`src/rtl/instr_fetch_queue.sv`:
```
// Instruction fetch queue: issues in-order imem reads for the PC stream,
// tags returning data with its PC, and buffers results for decode.
module instr_fetch_queue #(
   parameter int unsigned PC_WIDTH   = 32,
   parameter int unsigned DATA_WIDTH = 32,
   parameter int unsigned DEPTH      = 4
) (
   input  logic                  clk,
   input  logic                  reset,
   input  logic [PC_WIDTH-1:0]   pc_in,
   input  logic                  pc_valid,
   output logic                  pc_ready,
   input  logic                  flush,
   output logic                  imem_req,
   output logic [PC_WIDTH-1:0]   imem_addr,
   input  logic                  imem_gnt,
   input  logic                  imem_rvalid,
   input  logic [DATA_WIDTH-1:0] imem_rdata,
   output logic                  instr_valid,
   input  logic                  instr_ready,
   output logic [DATA_WIDTH-1:0] instr_data,
   output logic [PC_WIDTH-1:0]   instr_pc
);

   localparam int unsigned AW = (DEPTH > 1) ? $clog2(DEPTH) : 1;
   localparam int unsigned CW = $clog2(DEPTH + 1);
   localparam int unsigned SW = CW + 1;

   // Tag FIFO: PCs of requests granted but not yet answered
   logic [PC_WIDTH-1:0]   tag_mem [DEPTH];
   logic [AW-1:0]         tag_wptr;
   logic [AW-1:0]         tag_rptr;

   // Output FIFO: {pc, data} pairs waiting for decode
   logic [PC_WIDTH-1:0]   out_pc_mem   [DEPTH];
   logic [DATA_WIDTH-1:0] out_data_mem [DEPTH];
   logic [AW-1:0]         out_wptr;
   logic [AW-1:0]         out_rptr;

   logic [CW-1:0]         outstanding;
   logic [CW-1:0]         out_count;
   logic [CW-1:0]         drop;

   logic                  credit;
   logic                  grant;
   logic                  resp;
   logic                  discard;
   logic                  out_wr;
   logic                  out_pop;

   // The two top PC bits fall off the word-to-byte address shift
   logic                  unused_pc_msbs;
   assign unused_pc_msbs = ^pc_in[PC_WIDTH-1:PC_WIDTH-2];

   assign imem_addr   = {pc_in[PC_WIDTH-3:0], 2'b00};
   assign instr_valid = (out_count != '0);
   assign instr_pc    = out_pc_mem[out_rptr];
   assign instr_data  = out_data_mem[out_rptr];
   assign pc_ready    = grant;

   // Request gating and per-cycle event decode; credit uses start-of-cycle counts
   always_comb begin
      credit   = (SW'(outstanding) + SW'(out_count)) < SW'(DEPTH);
      imem_req = pc_valid & credit & ~flush & ~reset;
      grant    = imem_req & imem_gnt;
      resp     = imem_rvalid & (outstanding != '0);
      discard  = (drop != '0) | flush;
      out_wr   = resp & ~discard;
      out_pop  = instr_valid & instr_ready;
   end

   // Tag storage write on grant
   always_ff @(posedge clk) begin
      if (grant) begin
         tag_mem[tag_wptr] <= pc_in;
      end
   end

   // Output storage write on an accepted response
   always_ff @(posedge clk) begin
      if (out_wr) begin
         out_pc_mem[out_wptr]   <= tag_mem[tag_rptr];
         out_data_mem[out_wptr] <= imem_rdata;
      end
   end

   // Pointers and counters; flush empties the output FIFO and converts in-flight to drops
   always_ff @(posedge clk) begin
      if (reset) begin
         tag_wptr    <= '0;
         tag_rptr    <= '0;
         out_wptr    <= '0;
         out_rptr    <= '0;
         outstanding <= '0;
         out_count   <= '0;
         drop        <= '0;
      end else begin
         if (grant) begin
            tag_wptr <= tag_wptr + AW'(1);
         end
         if (resp) begin
            tag_rptr <= tag_rptr + AW'(1);
         end
         outstanding <= outstanding + CW'(grant) - CW'(resp);

         if (flush) begin
            drop <= drop + outstanding - CW'(resp);
         end else if (resp && (drop != '0)) begin
            drop <= drop - CW'(1);
         end

         if (flush) begin
            out_wptr  <= '0;
            out_rptr  <= '0;
            out_count <= '0;
         end else begin
            if (out_wr) begin
               out_wptr <= out_wptr + AW'(1);
            end
            if (out_pop) begin
               out_rptr <= out_rptr + AW'(1);
            end
            out_count <= out_count + CW'(out_wr) - CW'(out_pop);
         end
      end
   end

endmodule

```
`config.mk`:
```
export PLATFORM = sky130hd
export DESIGN_NAME = instr_fetch_queue
export DESIGN_NICKNAME = d
export VERILOG_FILES = /design/src/rtl/instr_fetch_queue.sv
export SDC_FILE = /design/constraint.sdc
export NUM_CORES = 1
export LEC_CHECK = 0
export CAP_MARGIN = 20
export CORE_ASPECT_RATIO = 1.4
export CORE_MARGIN = 2
export CORE_UTILIZATION = 51
export CTS_CLUSTER_SIZE = 16
export DETAILED_ROUTE_END_ITERATION = 6
export PLACE_DENSITY = 0.81
export REMOVE_ABC_BUFFERS = 1
export SETUP_SLACK_MARGIN = 0.05
export SLEW_MARGIN = 20
export SYNTH_ARGS = -nofsm -noshare
export SYNTH_HDL_FRONTEND = slang
export SYNTH_SLANG_ARGS = --single-unit
export TNS_END_PERCENT = 5
```
`constraint.sdc`:
```
create_clock -name clk -period 2.8 [get_ports clk]
set_input_delay 0.28 -clock clk [delete_from_list [all_inputs] [get_ports clk]]
set_output_delay 0.28 -clock clk [all_outputs]
set_load 0.02 [all_outputs]
```
==> results_tabular.tex <==
\begin{tabular}{lr}
\hline
Metric & Value \\
\hline
\multicolumn{2}{l}{\textbf{Floorplan}} \\
\quad Number of top-level pins & 170 \\
\quad Floorplan Core Area & 29750 µm² \\
\quad Die outline height & 209.0 µm \\
\quad DIE AREA & 31450 µm² \\
\quad Die width & 150.5 µm \\
\quad Standard-cell row count & 75 \\
\quad Starting density of the core & 51.48\% \\
\multicolumn{2}{l}{\textbf{Critical path}} \\
\quad Crit. End Element & output pin \\
\quad Data required time of the critical path & 2.52 ns \\
\quad Worst reg2reg path startpoint & drop[1]\$\_SDFFE\_PP0P\_ \\
\quad Slack of the worst reg-to-reg path & 0.24 ns \\
\quad Number of cells traversed by the worst register-to-register path & 12 \\
\quad Top fanout value on the critical path & 32 \\
\quad Critical path startpoint category & flop \\
\quad Worst reg2reg path endpoint & out\_count[2]\$\_SDFF\_PP0\_ \\
\quad Kind of critical path & flop to output pin \\
\quad Signal arrival time at the worst endpoint & 2.33 ns \\
\multicolumn{2}{l}{\textbf{Final layout}} \\
\quad Diodes inserted & 0 \\
\quad Non-filler instance count after layout & 1253 \\
\quad Final-stage net count & 936 \\
\quad Growth of design area from synthesis to finish & 21.76\% \\
\quad Count of fill cells added during filler insertion & 2012 \\
\quad Proportion of layout cells with a drive suffix above 1 & 21.20\% \\
\quad Leading cell type in the layout, fill and taps excluded & sky130\_fd\_sc\_hd\_\_edfxtp\_1 \\
\quad Top library cells by usage in the layout, fill and taps aside & sky130\_fd\_sc\_hd\_\_edfxtp\_1, sky130\_fd\_sc\_hd\_\_clkdlybuf4s50\_1, sky130\_fd\_sc\_hd\_\_mux4\_2 \\
\quad Core utilization of the finished layout & 62.69\% \\
\multicolumn{2}{l}{\textbf{Global routing}} \\
\quad Initial antenna violation count & 0 \\
\quad Total Routing Usage GR & 17.52\% \\
\quad Largest net degree at the start of global routing & 65 \\
\quad Global-route wire length before repair & 41280 µm \\
\quad Total congestion overflow after global routing & 0 \\
\quad Vias in the first global route & 7393 \\
\multicolumn{2}{l}{\textbf{Timing}} \\
\quad RSZ-0062 raised after global routing & no \\
\quad Tcrit/Tclk final & 93.06\% \\
\quad Number of setup violations in the final report & 0 \\
\quad Pins over their slew limit & 0 \\
\quad Crit path time final & 2.606 ns \\
\quad Worst Tran Pin Value & 0.6093 ns \\
\quad Hold Violations, Final & 0 \\
\quad Relative slew margins & 58.87\% \\
\quad Fmax & 0.3838 GHz \\
\quad Worst hold slack across all endpoints & 0.4053 ns \\
\quad Setup TNS after final layout & 0 ns \\
\quad Setup Skew & 0.01041 ns \\
\multicolumn{2}{l}{\textbf{Synth}} \\
\quad Sequential-to-total area share from yosys stat & 78.04\% \\
\quad Total standard cell area after synthesis & 15310 µm² \\
\quad Leading register cell type out of synthesis & sky130\_fd\_sc\_hd\_\_edfxtp\_1 \\
\quad Distinct cell type count after synthesis & 39 \\
\quad Mean area per synthesized cell & 22.89 µm² \\
\quad Async SR Flop Fraction & 0\% \\
\quad Syn Inst Count & 669 \\
\quad Ys Warns & 0 \\
\quad EDFF count, synth & 384 \\
\quad Synthesized flop and latch total & 405 \\
\multicolumn{2}{l}{\textbf{Power and ir drop}} \\
\quad Pwr Density & 755.6 nW/µm² \\
\quad Relative contribution of the clock network to total power & 33.7\% \\
\quad Switching portion of total power & 22.85\% \\
\quad Share of total power in combinational logic & 15.3\% \\
\quad Peak supply drop & 0.5684 mV \\
\quad Sequential fraction of design power & 51.0\% \\
\quad Static leakage & 5.901 nW \\
\quad Power spent charging and discharging nets & 3.219 mW \\
\quad Total internal power & 10.87 mW \\
\multicolumn{2}{l}{\textbf{Placed design}} \\
\quad Count of input and output buffers & 167 \\
\quad Detailed placer's ending HPWL & 15570 µm \\
\quad GP Congestion & 0.7713 \\
\quad Placed Cells incl. Taps & 1187 \\
\multicolumn{2}{l}{\textbf{Clock network}} \\
\quad Clock edge transition at the registers on the reported setup and hold paths & 0.06 ns \\
\quad Max H-tree Level & 2 \\
\quad Clock tree buffer depth & 3 \\
\quad Worst skew pair latency & 0.52 ns \\
\quad CTS sink cnt & 405 \\
\quad Number of buffers created by CTS & 38 \\
\quad TritonCTS clock tree & built \\
\quad Clock root buffer & sky130\_fd\_sc\_hd\_\_clkbuf\_16 \\
\multicolumn{2}{l}{\textbf{Status}} \\
\quad Run status & complete, no violations \\
\multicolumn{2}{l}{\textbf{Routing}} \\
\quad Vias per cell & 5.462 \\
\quad Count of routing violations after the opening detailed-route iteration & 441 \\
\quad DRC viols & 0 \\
\quad Count of TritonRoute iterations in the first routing pass & 4 \\
\quad Post-DRT Antenna Nets & 0 \\
\quad Per-cell routed wire length & 21.27 µm \\
\quad Total number of vias & 6844 \\
\quad Total wire length & 26650 µm \\
\multicolumn{2}{l}{\textbf{Run}} \\
\quad MaxCap Viol Count & 0 \\
\multicolumn{2}{l}{\textbf{Hold path}} \\
\quad Hold path cells & 1 \\
\quad Worst Hold Endpoint & tag\_mem[2][31]\$\_DFFE\_PP\_ \\
\quad Worst Hold Launch & pc\_in[31] \\
\quad Class of the tightest hold or removal check & input pin to flop \\
\hline
\end{tabular}
worst max path at each step:
stage / from / end / slack (ns) / depth (start not counted)
after floorplan: flop / instr_data[0] / -0.93 / 1
after global placement: imem_rvalid / out_count[2]$_SDFF_PP0_ / 0.15 / 11
after detailed placement: imem_rvalid / out_count[2]$_SDFF_PP0_ / 0.06 / 11
after CTS: flop / instr_pc[23] / 0.12 / 3
after global routing: drop[1]$_SDFFE_PP0P_ / out_count[2]$_SDFF_PP0_ / 0.1 / 12
final: flop / instr_pc[31] / 0.19 / 3
per-layer routing:
layer  vias up  global-route usage [%]  part of all wire [%]
met2       204                   31.33                    55
met5         -                       0                     0
met4         0                   5.465                   2.4
li1       3057                       -                     -
met3        47                   3.319                   5.3
met1      3536                   21.43                    38
logic make-up after synthesis:
logic type | count (synthesis) | share of synthesized area [%]
compound gates | 15 | 0.9070
xor+xnor | 10 | 0.5719
fa+ha+maj | 22 | 1.944
buf+inv | 77 | 2.810
flops | 405 | 78.04
mux | 99 | 14.32
other cells | 1 | 0.02449
simple gates | 40 | 1.381
cell usage after synthesis, types with 2 or more instances:
library cell | number | area share, %
sky130_fd_sc_hd__edfxtp_1 | 384 | 75
sky130_fd_sc_hd__mux4_2 | 96 | 14
sky130_fd_sc_hd__buf_4 | 33 | 1.6
sky130_fd_sc_hd__dfxtp_1 | 21 | 2.7
sky130_fd_sc_hd__inv_1 | 20 | 0.49
sky130_fd_sc_hd__ha_1 | 19 | 1.6
sky130_fd_sc_hd__nor2_1 | 12 | 0.29
sky130_fd_sc_hd__buf_2 | 11 | 0.36
sky130_fd_sc_hd__and2_1 | 10 | 0.41
sky130_fd_sc_hd__buf_1 | 7 | 0.17
sky130_fd_sc_hd__xnor2_1 | 7 | 0.40
sky130_fd_sc_hd__a21oi_1 | 4 | 0.13
sky130_fd_sc_hd__clkbuf_1 | 4 | 0.098
sky130_fd_sc_hd__fa_1 | 3 | 0.39
sky130_fd_sc_hd__nand3_1 | 3 | 0.098
sky130_fd_sc_hd__nor3_1 | 3 | 0.098
sky130_fd_sc_hd__o311ai_0 | 3 | 0.17
sky130_fd_sc_hd__xor2_1 | 3 | 0.17
sky130_fd_sc_hd__mux2i_1 | 2 | 0.13
sky130_fd_sc_hd__nand2_1 | 2 | 0.049
sky130_fd_sc_hd__nor2b_1 | 2 | 0.082
sky130_fd_sc_hd__o21ai_0 | 2 | 0.065
sky130_fd_sc_hd__o31a_1 | 2 | 0.11
flip-flops by register name, summed over array words and instances, names as in the netlist, named ones only:
name,cells
tag_wptr,2
out_data_mem,128
out_rptr,2
drop,3
outstanding,3
tag_rptr,2
tag_mem,128
out_pc_mem,128
out_wptr,2
out_count,3
cell type report:
type	instances	area, µm²	area share [%]
clock buffers	51	1064	5.703
clock inverters	14	90.09	0.4831
multi-input cells	188	2958	15.86
flip-flops and latches	405	11960	64.15
inverters	21	81.33	0.4361
repair buffers	189	2011	10.78
well taps	385	481.7	2.583
power by group through the flow:
stage / Sequential [mW] / Clock, mW / Combinational [mW]
after detailed placement: 7.32 / 0 / 2.18
final: 7.19 / 4.75 / 2.15
after floorplan: 7.40 / 0 / 1.22
after CTS: 7.19 / 4.88 / 2.20
after global placement: 7.30 / 0 / 2.11
after global routing: 7.21 / 5.09 / 2.36
repair_timing:
| action | CTS | global route |
|---|---|---|
| hold buffers | 0 | 0 |
| resized for setup | 3 | 0 |
| buffers inserted | 1 | 0 |
| endpoints found under the setup margin | 2 | 0 |
through the flow:
step	worst slack (ns)	cell area, µm²	total power [mW]
6_report	0.1942	18650	14.09
5_1_grt	0.09925	18650	14.66
4_1_cts	0.1232	18650	14.28
3_5_place_dp	0.06467	17480	9.499
2_1_floorplan	-0.9335	14970	8.622
3_3_place_gp	0.1529	17480	9.414
worst max-delay path: stages, from the launching register on:
cell and delay (ns):
sky130_fd_sc_hd__dfxtp_4 0.38, sky130_fd_sc_hd__buf_12 0.27, sky130_fd_sc_hd__mux4_2 0.54, sky130_fd_sc_hd__clkdlybuf4s50_1 0.58
Note: power is estimated with default switching activity, not from simulation.
